### config.mk
export PLATFORM = sky130hd
export DESIGN_NAME = decode_stage
export DESIGN_NICKNAME = d
export VERILOG_FILES = /design/src/rtl/decode_stage.sv
export SDC_FILE = /design/constraint.sdc
export NUM_CORES = 1
export LEC_CHECK = 0
export ABC_CLOCK_PERIOD_IN_PS = 5400
export CORE_ASPECT_RATIO = 2
export CORE_MARGIN = 2
export CORE_UTILIZATION = 62
export CTS_BUF_LIST = sky130_fd_sc_hd__clkbuf_4 sky130_fd_sc_hd__clkbuf_8
export CTS_CLUSTER_SIZE = 12
export DETAILED_ROUTE_END_ITERATION = 8
export GPL_TIMING_DRIVEN = 1
export PLACE_DENSITY = 0.88
export SLEW_MARGIN = 5
export SYNTH_ARGS = -nofsm -noshare
export SYNTH_HDL_FRONTEND = slang
export SYNTH_SLANG_ARGS = --single-unit
### constraint.sdc
create_clock -name clk -period 5.4 [get_ports clk]
set_clock_uncertainty 0.2 [all_clocks]
set_input_delay 1.35 -clock clk [delete_from_list [all_inputs] [get_ports clk]]
set_output_delay 1.35 -clock clk [all_outputs]
set_load 0.005 [all_outputs]
### src/rtl/decode_stage.sv
// Decode stage of the five-stage pipeline.
// Owns the 8x16 register file with write-back bypass, decodes the fetch fields
// into control signals, detects load-use hazards and drives the ID/EX register.
module decode_stage #(
    parameter int DATA_W = 16,
    parameter int NREG   = 8,
    parameter int CNT_W  = 16
) (
    input  logic              clk,
    input  logic              rst,
    input  logic              if_valid,
    input  logic [5:0]        if_opcode,
    input  logic [2:0]        if_src,
    input  logic [2:0]        if_dst,
    input  logic [3:0]        if_shamt,
    output logic              id_stall,
    input  logic              ex_ready,
    input  logic              ex_flush,
    input  logic              wb_en,
    input  logic [2:0]        wb_addr,
    input  logic [DATA_W-1:0] wb_data,
    output logic              id_valid,
    output logic [2:0]        id_aluop,
    output logic [DATA_W-1:0] id_src_val,
    output logic [DATA_W-1:0] id_dst_val,
    output logic [2:0]        id_dst,
    output logic [3:0]        id_shamt,
    output logic              id_mem_rd,
    output logic              id_mem_wr,
    output logic              id_reg_wr,
    output logic              id_illegal,
    output logic [CNT_W-1:0]  dec_count,
    output logic [CNT_W-1:0]  stall_count
);

    typedef enum logic [5:0] {
        OP_ADD = 6'b000011,
        OP_NOT = 6'b000100,
        OP_NOP = 6'b000101,
        OP_LDD = 6'b010001,
        OP_STD = 6'b010010
    } opcode_e;

    typedef enum logic [2:0] {
        ALU_PASS    = 3'd0,
        ALU_ADD     = 3'd1,
        ALU_NOT     = 3'd2,
        ALU_NOP     = 3'd3,
        ALU_ILLEGAL = 3'd7
    } aluop_e;

    // Contents of the ID/EX pipeline register; all-zero is a bubble.
    typedef struct packed {
        logic              valid;
        logic [2:0]        aluop;
        logic [DATA_W-1:0] src_val;
        logic [DATA_W-1:0] dst_val;
        logic [2:0]        dst;
        logic [3:0]        shamt;
        logic              mem_rd;
        logic              mem_wr;
        logic              reg_wr;
        logic              illegal;
    } idex_t;

    logic [DATA_W-1:0] rf_q [NREG];
    logic [DATA_W-1:0] rf_d [NREG];
    logic [DATA_W-1:0] src_rd;
    logic [DATA_W-1:0] dst_rd;

    idex_t             idex_q, idex_d;
    idex_t             dec;
    logic              rd_src;
    logic              rd_dst;
    logic              hazard;
    logic [CNT_W-1:0]  dec_count_q, dec_count_d;
    logic [CNT_W-1:0]  stall_count_q, stall_count_d;

    // Register file next state: a single write port from write-back.
    always_comb begin
        // NOTE: assign every combinational output a default first so no path leaves it unassigned (no latch).
        rf_d = rf_q;
        if (wb_en) begin
            rf_d[wb_addr] = wb_data;
        end
    end

    // Operand reads; a same-cycle write-back to the addressed register wins.
    always_comb begin
        src_rd = rf_q[if_src];
        dst_rd = rf_q[if_dst];
        if (wb_en && (wb_addr == if_src)) begin
            src_rd = wb_data;
        end
        if (wb_en && (wb_addr == if_dst)) begin
            dst_rd = wb_data;
        end
    end

    // Decode the fetch fields into an ID/EX image and note which registers it reads.
    always_comb begin
        dec    = '0;
        rd_src = 1'b0;
        rd_dst = 1'b0;
        if (if_valid) begin
            dec.valid   = 1'b1;
            dec.src_val = src_rd;
            dec.dst_val = dst_rd;
            dec.dst     = if_dst;
            dec.shamt   = if_shamt;
            case (if_opcode)
                OP_ADD: begin
                    dec.aluop  = ALU_ADD;
                    dec.reg_wr = 1'b1;
                    rd_src     = 1'b1;
                    rd_dst     = 1'b1;
                end
                OP_NOT: begin
                    dec.aluop  = ALU_NOT;
                    dec.reg_wr = 1'b1;
                    rd_dst     = 1'b1;
                end
                OP_NOP: begin
                    dec.aluop = ALU_NOP;
                end
                OP_LDD: begin
                    dec.aluop  = ALU_PASS;
                    dec.mem_rd = 1'b1;
                    dec.reg_wr = 1'b1;
                end
                OP_STD: begin
                    dec.aluop  = ALU_PASS;
                    dec.mem_wr = 1'b1;
                    rd_src     = 1'b1;
                    rd_dst     = 1'b1;
                end
                default: begin
                    // Unknown opcode: a bubble that carries only the illegal flag.
                    dec         = '0;
                    dec.aluop   = ALU_ILLEGAL;
                    dec.illegal = 1'b1;
                end
            endcase
        end
    end

    // Load-use hazard: a valid ldd in ID/EX whose destination the incoming instruction reads.
    assign hazard = idex_q.valid && idex_q.mem_rd &&
                    ((rd_src && (if_src == idex_q.dst)) ||
                     (rd_dst && (if_dst == idex_q.dst)));

    // ID/EX update by priority flush > hold > hazard bubble > capture, plus the fetch stall.
    always_comb begin
        idex_d        = idex_q;
        dec_count_d   = dec_count_q;
        stall_count_d = stall_count_q;
        id_stall      = 1'b0;
        if (ex_flush) begin
            idex_d = '0;
        end else if (!ex_ready) begin
            id_stall = 1'b1;
        end else if (hazard) begin
            idex_d        = '0;
            id_stall      = 1'b1;
            stall_count_d = stall_count_q + CNT_W'(1);
        end else begin
            idex_d = dec;
            if (dec.valid) begin
                dec_count_d = dec_count_q + CNT_W'(1);
            end
        end
        // Reset drops any stall and the held instruction immediately.
        if (rst) begin
            id_stall = 1'b0;
        end
    end

    // State registers with synchronous reset.
    always_ff @(posedge clk) begin
        // NOTE: sequential state uses non-blocking assignments so every flop samples pre-edge values.
        if (rst) begin
            idex_q        <= '0;
            dec_count_q   <= '0;
            stall_count_q <= '0;
            // NOTE: the register file is architecturally cleared by reset, so this array is reset too.
            for (int i = 0; i < NREG; i++) begin
                rf_q[i] <= '0;
            end
        end else begin
            idex_q        <= idex_d;
            dec_count_q   <= dec_count_d;
            stall_count_q <= stall_count_d;
            rf_q          <= rf_d;
        end
    end

    assign id_valid    = idex_q.valid;
    assign id_aluop    = idex_q.aluop;
    assign id_src_val  = idex_q.src_val;
    assign id_dst_val  = idex_q.dst_val;
    assign id_dst      = idex_q.dst;
    assign id_shamt    = idex_q.shamt;
    assign id_mem_rd   = idex_q.mem_rd;
    assign id_mem_wr   = idex_q.mem_wr;
    assign id_reg_wr   = idex_q.reg_wr;
    assign id_illegal  = idex_q.illegal;
    assign dec_count   = dec_count_q;
    assign stall_count = stall_count_q;

endmodule

== Word-level counts from Yosys, hierarchy flattened ==
Index checks and enable logic that the tools add are counted.

* Logic and storage cells: 84
* Register bits: 207
* Output and inout port bits: 80
* Input port bits: 41

* Bitwise logic cells: 5
* Muxes and demuxes: 28
* Reduce and logical (&&, ||, !) cells: 16
* Eq/ne operators: 9
* $lt $le $gt $ge: 4
* Add/sub/neg operators: 2

{| class="wikitable"
|+ Operator list
! operator !! number
|-
| 128-bit bitwise mux || 1
|-
| 16-bit 2-to-1 mux || 7
|-
| 16-bit binary-select mux with 3-bit select || 2
|-
| 47-bit 2-to-1 mux || 2
|-
| 16-bit demux with 3-bit select || 1
|-
| 39-bit 2-to-1 mux || 1
|-
| 16-bit by 1-bit adder with 16-bit output, second input constant || 2
|-
| 1-bit 2-to-1 mux || 13
|-
| 3-bit == test || 4
|-
| 6-bit by 3-bit == test with 1-bit output, second input constant || 2
|-
| 6-bit by 5-bit == test with 1-bit output, second input constant || 2
|-
| 4-bit greater-or-equal comparator, second input constant || 3
|-
| 3-bit NOT with 4-bit output || 3
|-
| 3-bit case mux with 4 select lines || 1
|-
| 1-bit logical AND || 7
|-
| 6-bit by 2-bit == test with 1-bit output, second input constant || 1
|-
| 2-bit OR reduction || 3
|-
| 3-bit OR reduction || 2
|-
| 5-bit OR reduction || 1
|-
| 4-bit by 1-bit less-than comparator with 1-bit output, second input constant || 1
|-
| 4-bit AND reduction || 1
|-
| 3-bit AND reduction || 1
|-
| 1-bit NOT || 2
|-
| 1-bit logical OR || 1
|}

== Longest topological paths before layout ==
* Word-level depth: 11
* Mapped depth: 10
* Gate-level depth less buffers: 6

== Worst setup path after synthesis ==
OpenSTA, ideal clock, no wires.

* Kind: input to output
* From: input if_opcode[3]
* To: output id_stall
* Stages on the path: 5
* Data required time: 3850 ps
* Slack: 1164 ps
* Arrival time: 2686 ps
* Buffers on the path: 0
* Cell sequence: or3b_1 or4_1 o22ai_2 nand2_1 a21oi_1

* Longest elaborated chain between the ends: 11
* Elaborated cells between the ends (all ways): 17
* Classes of those cells: eq/ne (3); mux (8); reduce/logical (6)

{| class="wikitable"
|+ Ends and longest elaborated chain
! what !! line !! source
|-
| from (decl) || 12 || <nowiki>input logic [5:0] if_opcode,</nowiki>
|-
| 6-bit by 5-bit == test with 1-bit output, or another cell as far along || 111 || <nowiki>case (if_opcode)</nowiki>
|-
| 3-bit OR reduction (no source line) / 2-bit OR reduction (equally long branches) || n/a ||
|-
| 1-bit 2-to-1 mux || 111 ||
|-
| 1-bit 2-to-1 mux || 105 || <nowiki>if (if_valid) begin</nowiki>
|-
| 1-bit logical AND (on tied branches) || 150, 149 ||
|-
| 1-bit logical OR * || 149 || <nowiki>((rd_src && (if_src == idex_q.dst)) ||</nowiki>
|-
| 1-bit logical AND * || 148 || <nowiki>assign hazard = idex_q.valid && idex_q.mem_rd &&</nowiki>
|-
| 1-bit 2-to-1 mux * || 162 || <nowiki>end else if (hazard) begin</nowiki>
|-
| 1-bit 2-to-1 mux * || 160 || <nowiki>end else if (!ex_ready) begin</nowiki>
|-
| 1-bit 2-to-1 mux * || 158 || <nowiki>if (ex_flush) begin</nowiki>
|-
| 1-bit 2-to-1 mux * || 173 || <nowiki>if (rst) begin</nowiki>
|-
| to (decl) || 16 || <nowiki>output logic id_stall,</nowiki>
|}

Every way passes the cells marked *; elsewhere a longest branch is shown, timed or not.

== Worst setup path after layout ==
* From: input if_opcode[5]
* To: output id_stall

The elaborated chain is that of the path after synthesis.

==> results_dict.tcl <==
set metrics [dict create \
    dp.final_hpwl_um 19000 \
    clkSinkCount 207 \
    post_synth_top_flop "sky130_fd_sc_hd__dfxtp_1" \
    fp-row-count 65 \
    io_pins 121 \
    crit_start "if_opcode[5]" \
    slew_headroom_pct 24.9 \
    synth.most_common_cell "sky130_fd_sc_hd__nand2_1" \
    post_layout_nonfiller_instances 1425 \
    p_comb_share_pct 9.0 \
    post_route_cells_drive_above_1_share_pct 12.7 \
    critical_path.reg2reg.startpoint "id_dst[2]" \
    dieArea_um2 17300 \
    place.port_buffers 120 \
    mappedNetlistArea_um2 10000 \
    startpoint_type "input port" \
    timing.reg2reg.setup_slack_ns 2.47 \
    maxClockFrequency_ghz 0.189 \
    cellPowerDensity_nw_per_um2 265 \
    grt_start_max_net_pins 90 \
    die_span_y_um 184 \
    tns_ns 0 \
    wire_per_inst_um 20.6 \
    result_of_the_run "finished clean" \
    htree_levels 1 \
    worstSetupPathType "in2out" \
    clock_insertion_delay_worst_skew_ns 0.55 \
    yosys_register_bits 207 \
    fin_hold_viols 0 \
    grt_pass1_wl_um 46000 \
    cts.reportedPaths.clkPinSlew_ns 0.07 \
    worstHoldPathType "reg2reg" \
    synth_top_cells_by_area "sky130_fd_sc_hd__dfxtp_1 41%, sky130_fd_sc_hd__mux4_2 14%, sky130_fd_sc_hd__nand2_1 10%" \
    place_congestion 0.872 \
    fp.dieW_um 93.9 \
    first_pass_iters 6 \
    share_of_flip_flops_with_an_asynchronous_set_or_reset_pct 0 \
    ys_types 49 \
    clkPwrFrac_pct 41.4 \
    drc 0 \
    synth.largest_area_cell "sky130_fd_sc_hd__dfxtp_1" \
    vias_per_cell 6.51 \
    rsz0062_at_grt "false" \
    synth_fp_nets 1172 \
    worst_slew_pin_slew_ns 1.12 \
    fillers 1074 \
    grt_overflow 0 \
    drt_iter0_drc 973 \
    irDropWorstVdd_v 0.000174 \
    crit-reg2reg-capture "id_src_val[8]" \
    critPathArrivalTime_ns 3.73 \
    clock_tree.buffer_depth 3 \
    drt.antenna.violating_nets 0 \
    worstHoldStart "rf_q[43]" \
    yosys_warnings 0 \
    antenna_found_initial 3 \
    final-max-slew-violation-count 0 \
    seq_power_share_pct 49.7 \
    finish.net_count 1244 \
    report.final.setup_viol 0 \
    cp_max_fo 5 \
    cts.repair_timing.setup_buffer_count 0 \
    global_route.usage.total_pct 33.8 \
    worst_setup_path_endpoint "id_stall" \
    edff_count_synth 0 \
    finalCriticalPeriod_ns 5.28 \
    netSwitchingPower_w 0.000776 \
    area_growth_pct 18.4 \
    worst_hold_path.num_cells 2 \
    postSynthAreaPerCell_um2 8.88 \
    intPower_w 0.00237 \
    placedCellCount 1371 \
    starting_density_of_the_core_pct 63.5 \
    synth.yosys.seq_area_share_pct 41.4 \
    max_cap_violations 0 \
    cts_resized 0 \
    clk_root_buffer_cell "sky130_fd_sc_hd__clkbuf_8" \
    required_ns 3.85 \
    core-area_um2 15800 \
    worstSetupEndpointType "output port" \
    synth_top_cells_by_count "279 x sky130_fd_sc_hd__nand2_1, 207 x sky130_fd_sc_hd__dfxtp_1, 192 x sky130_fd_sc_hd__a21oi_1" \
    cts_inserted_buffers 29 \
    cts_tree "built" \
    power.static_leakage_nw 4.01 \
    r2r_cells 7 \
    via_count_of_the_first_global_routing_pass 9292 \
    sw_frac_of_total_pct 24.6 \
    post-route-period-util_pct 97.9 \
    cts-hold-fix-buffers 0 \
    syn-instance-count 1129 \
    post-synth-top-area-fraction_pct 41.4 \
    num_vias 9282 \
    routed_wl_um 29300 \
]
power groups by stage:
stage                     sequential (W)  combinational (W)  clock [W]
after floorplan                  0.00159           0.000188          0
after global placement           0.00159           0.000268          0
after detailed placement         0.00160           0.000273          0
after CTS                        0.00156           0.000276    0.00130
after global routing             0.00156           0.000301    0.00137
final                            0.00156           0.000282    0.00130
routing by layer:
| metal | up-vias | share of wire [%] | global-route usage (%) |
|---|---|---|---|
| li1 | 4184 | - | - |
| met1 | 4394 | 33 | 36.2 |
| met2 | 557 | 52 | 58.8 |
| met3 | 147 | 7.7 | 5.70 |
| met4 | 0 | 6.6 | 23.9 |
| met5 | - | 0 | 0 |
state kept, by name, indices dropped and copies added, names as in the netlist:
register     flops
dec_count       16
id_aluop         3
id_dst           3
id_dst_val      16
id_illegal       1
id_mem_rd        1
id_mem_wr        1
id_reg_wr        1
id_shamt         4
id_src_val      16
id_valid         1
rf_q           128
stall_count     16
cells by family (layout without fill, tap and decap cells):
kind of cell             count (synthesis)  after routing  share of synthesized area, %
flip-flops                             207            207                          41.4
buffers and inverters                  105            197                          4.17
other                                    0              3                             0
AND/OR/NAND/NOR                        427            427                          18.9
AO/OA/AOI/OAI                          273            273                          16.1
multiplexers                            99             99                          17.9
XOR/XNOR                                16             16                          1.40
adder cells (fa/ha/maj)                  2              2                         0.250
cell type report:
cell class | instances | area, um2 | area share [%]
diodes | 3 | 7.51 | 0.0633
clock buffers | 48 | 617 | 5.20
clock inverters | 3 | 15.0 | 0.127
inverters | 5 | 18.8 | 0.158
multi-input cells | 817 | 5480 | 46.2
flip-flops and latches | 207 | 4140 | 34.9
well taps | 201 | 251 | 2.12
repair buffers | 141 | 1340 | 11.3
worst min-delay path by stage:
stage / slack, ns / endpoint
after floorplan: 0.24 / rf_q[16]
final: 0.27 / rf_q[43]
after detailed placement: 0.26 / rf_q[43]
after global routing: 0.28 / rf_q[72]
after CTS: 0.27 / rf_q[43]
after global placement: 0.25 / rf_q[67]
cells in the final DEF (no fill, tap or decap), types with 6 or more instances in the layout:
| cell type | synthesis | routed |
|---|---|---|
| sky130_fd_sc_hd__xnor2_1 | 11 | 11 |
| sky130_fd_sc_hd__a22o_1 | 39 | 39 |
| sky130_fd_sc_hd__nor2_1 | 51 | 47 |
| sky130_fd_sc_hd__nand3_1 | 19 | 19 |
| sky130_fd_sc_hd__clkdlybuf4s50_1 | 0 | 115 |
| sky130_fd_sc_hd__clkbuf_8 | 0 | 41 |
| sky130_fd_sc_hd__mux2i_1 | 34 | 34 |
| sky130_fd_sc_hd__o21ai_0 | 11 | 11 |
| sky130_fd_sc_hd__nand4_1 | 11 | 11 |
| sky130_fd_sc_hd__buf_4 | 1 | 22 |
| sky130_fd_sc_hd__o31ai_1 | 19 | 19 |
| sky130_fd_sc_hd__nand2_1 | 279 | 279 |
| sky130_fd_sc_hd__mux4_2 | 64 | 64 |
| sky130_fd_sc_hd__clkbuf_4 | 0 | 7 |
| sky130_fd_sc_hd__dfxtp_1 | 207 | 207 |
| sky130_fd_sc_hd__or3_1 | 10 | 10 |
| sky130_fd_sc_hd__a21oi_1 | 192 | 192 |
| sky130_fd_sc_hd__nand2b_1 | 6 | 6 |
| sky130_fd_sc_hd__or4_1 | 18 | 18 |
metrics by stage:
stage / total power [W] / instance area, um2 / utilization [%] / worst slack, ns / hold slack (ns)
floorplan: 0.00178 / 10000 / - / 1.16 / 0.243
global placement: 0.00186 / 11200 / 71.2 / 0.188 / 0.248
detailed placement: 0.00187 / 11200 / 71.2 / 0.150 / 0.259
CTS: 0.00314 / 11900 / 75.2 / 0.137 / 0.269
global route: 0.00323 / 11900 / 75.2 / 0.0426 / 0.285
finish: 0.00315 / 11900 / 75.2 / 0.115 / 0.267
worst max-delay path, cell delays in order:
cell and delay (ns):
sky130_fd_sc_hd__clkdlybuf4s50_1 0.48, sky130_fd_sc_hd__or3b_1 0.43, sky130_fd_sc_hd__or4_1 0.57, sky130_fd_sc_hd__o22ai_2 0.15, sky130_fd_sc_hd__nand2_1 0.10, sky130_fd_sc_hd__a21oi_1 0.15, sky130_fd_sc_hd__clkdlybuf4s50_1 0.51
No activity file was read; power rests on OpenSTA's default activity.
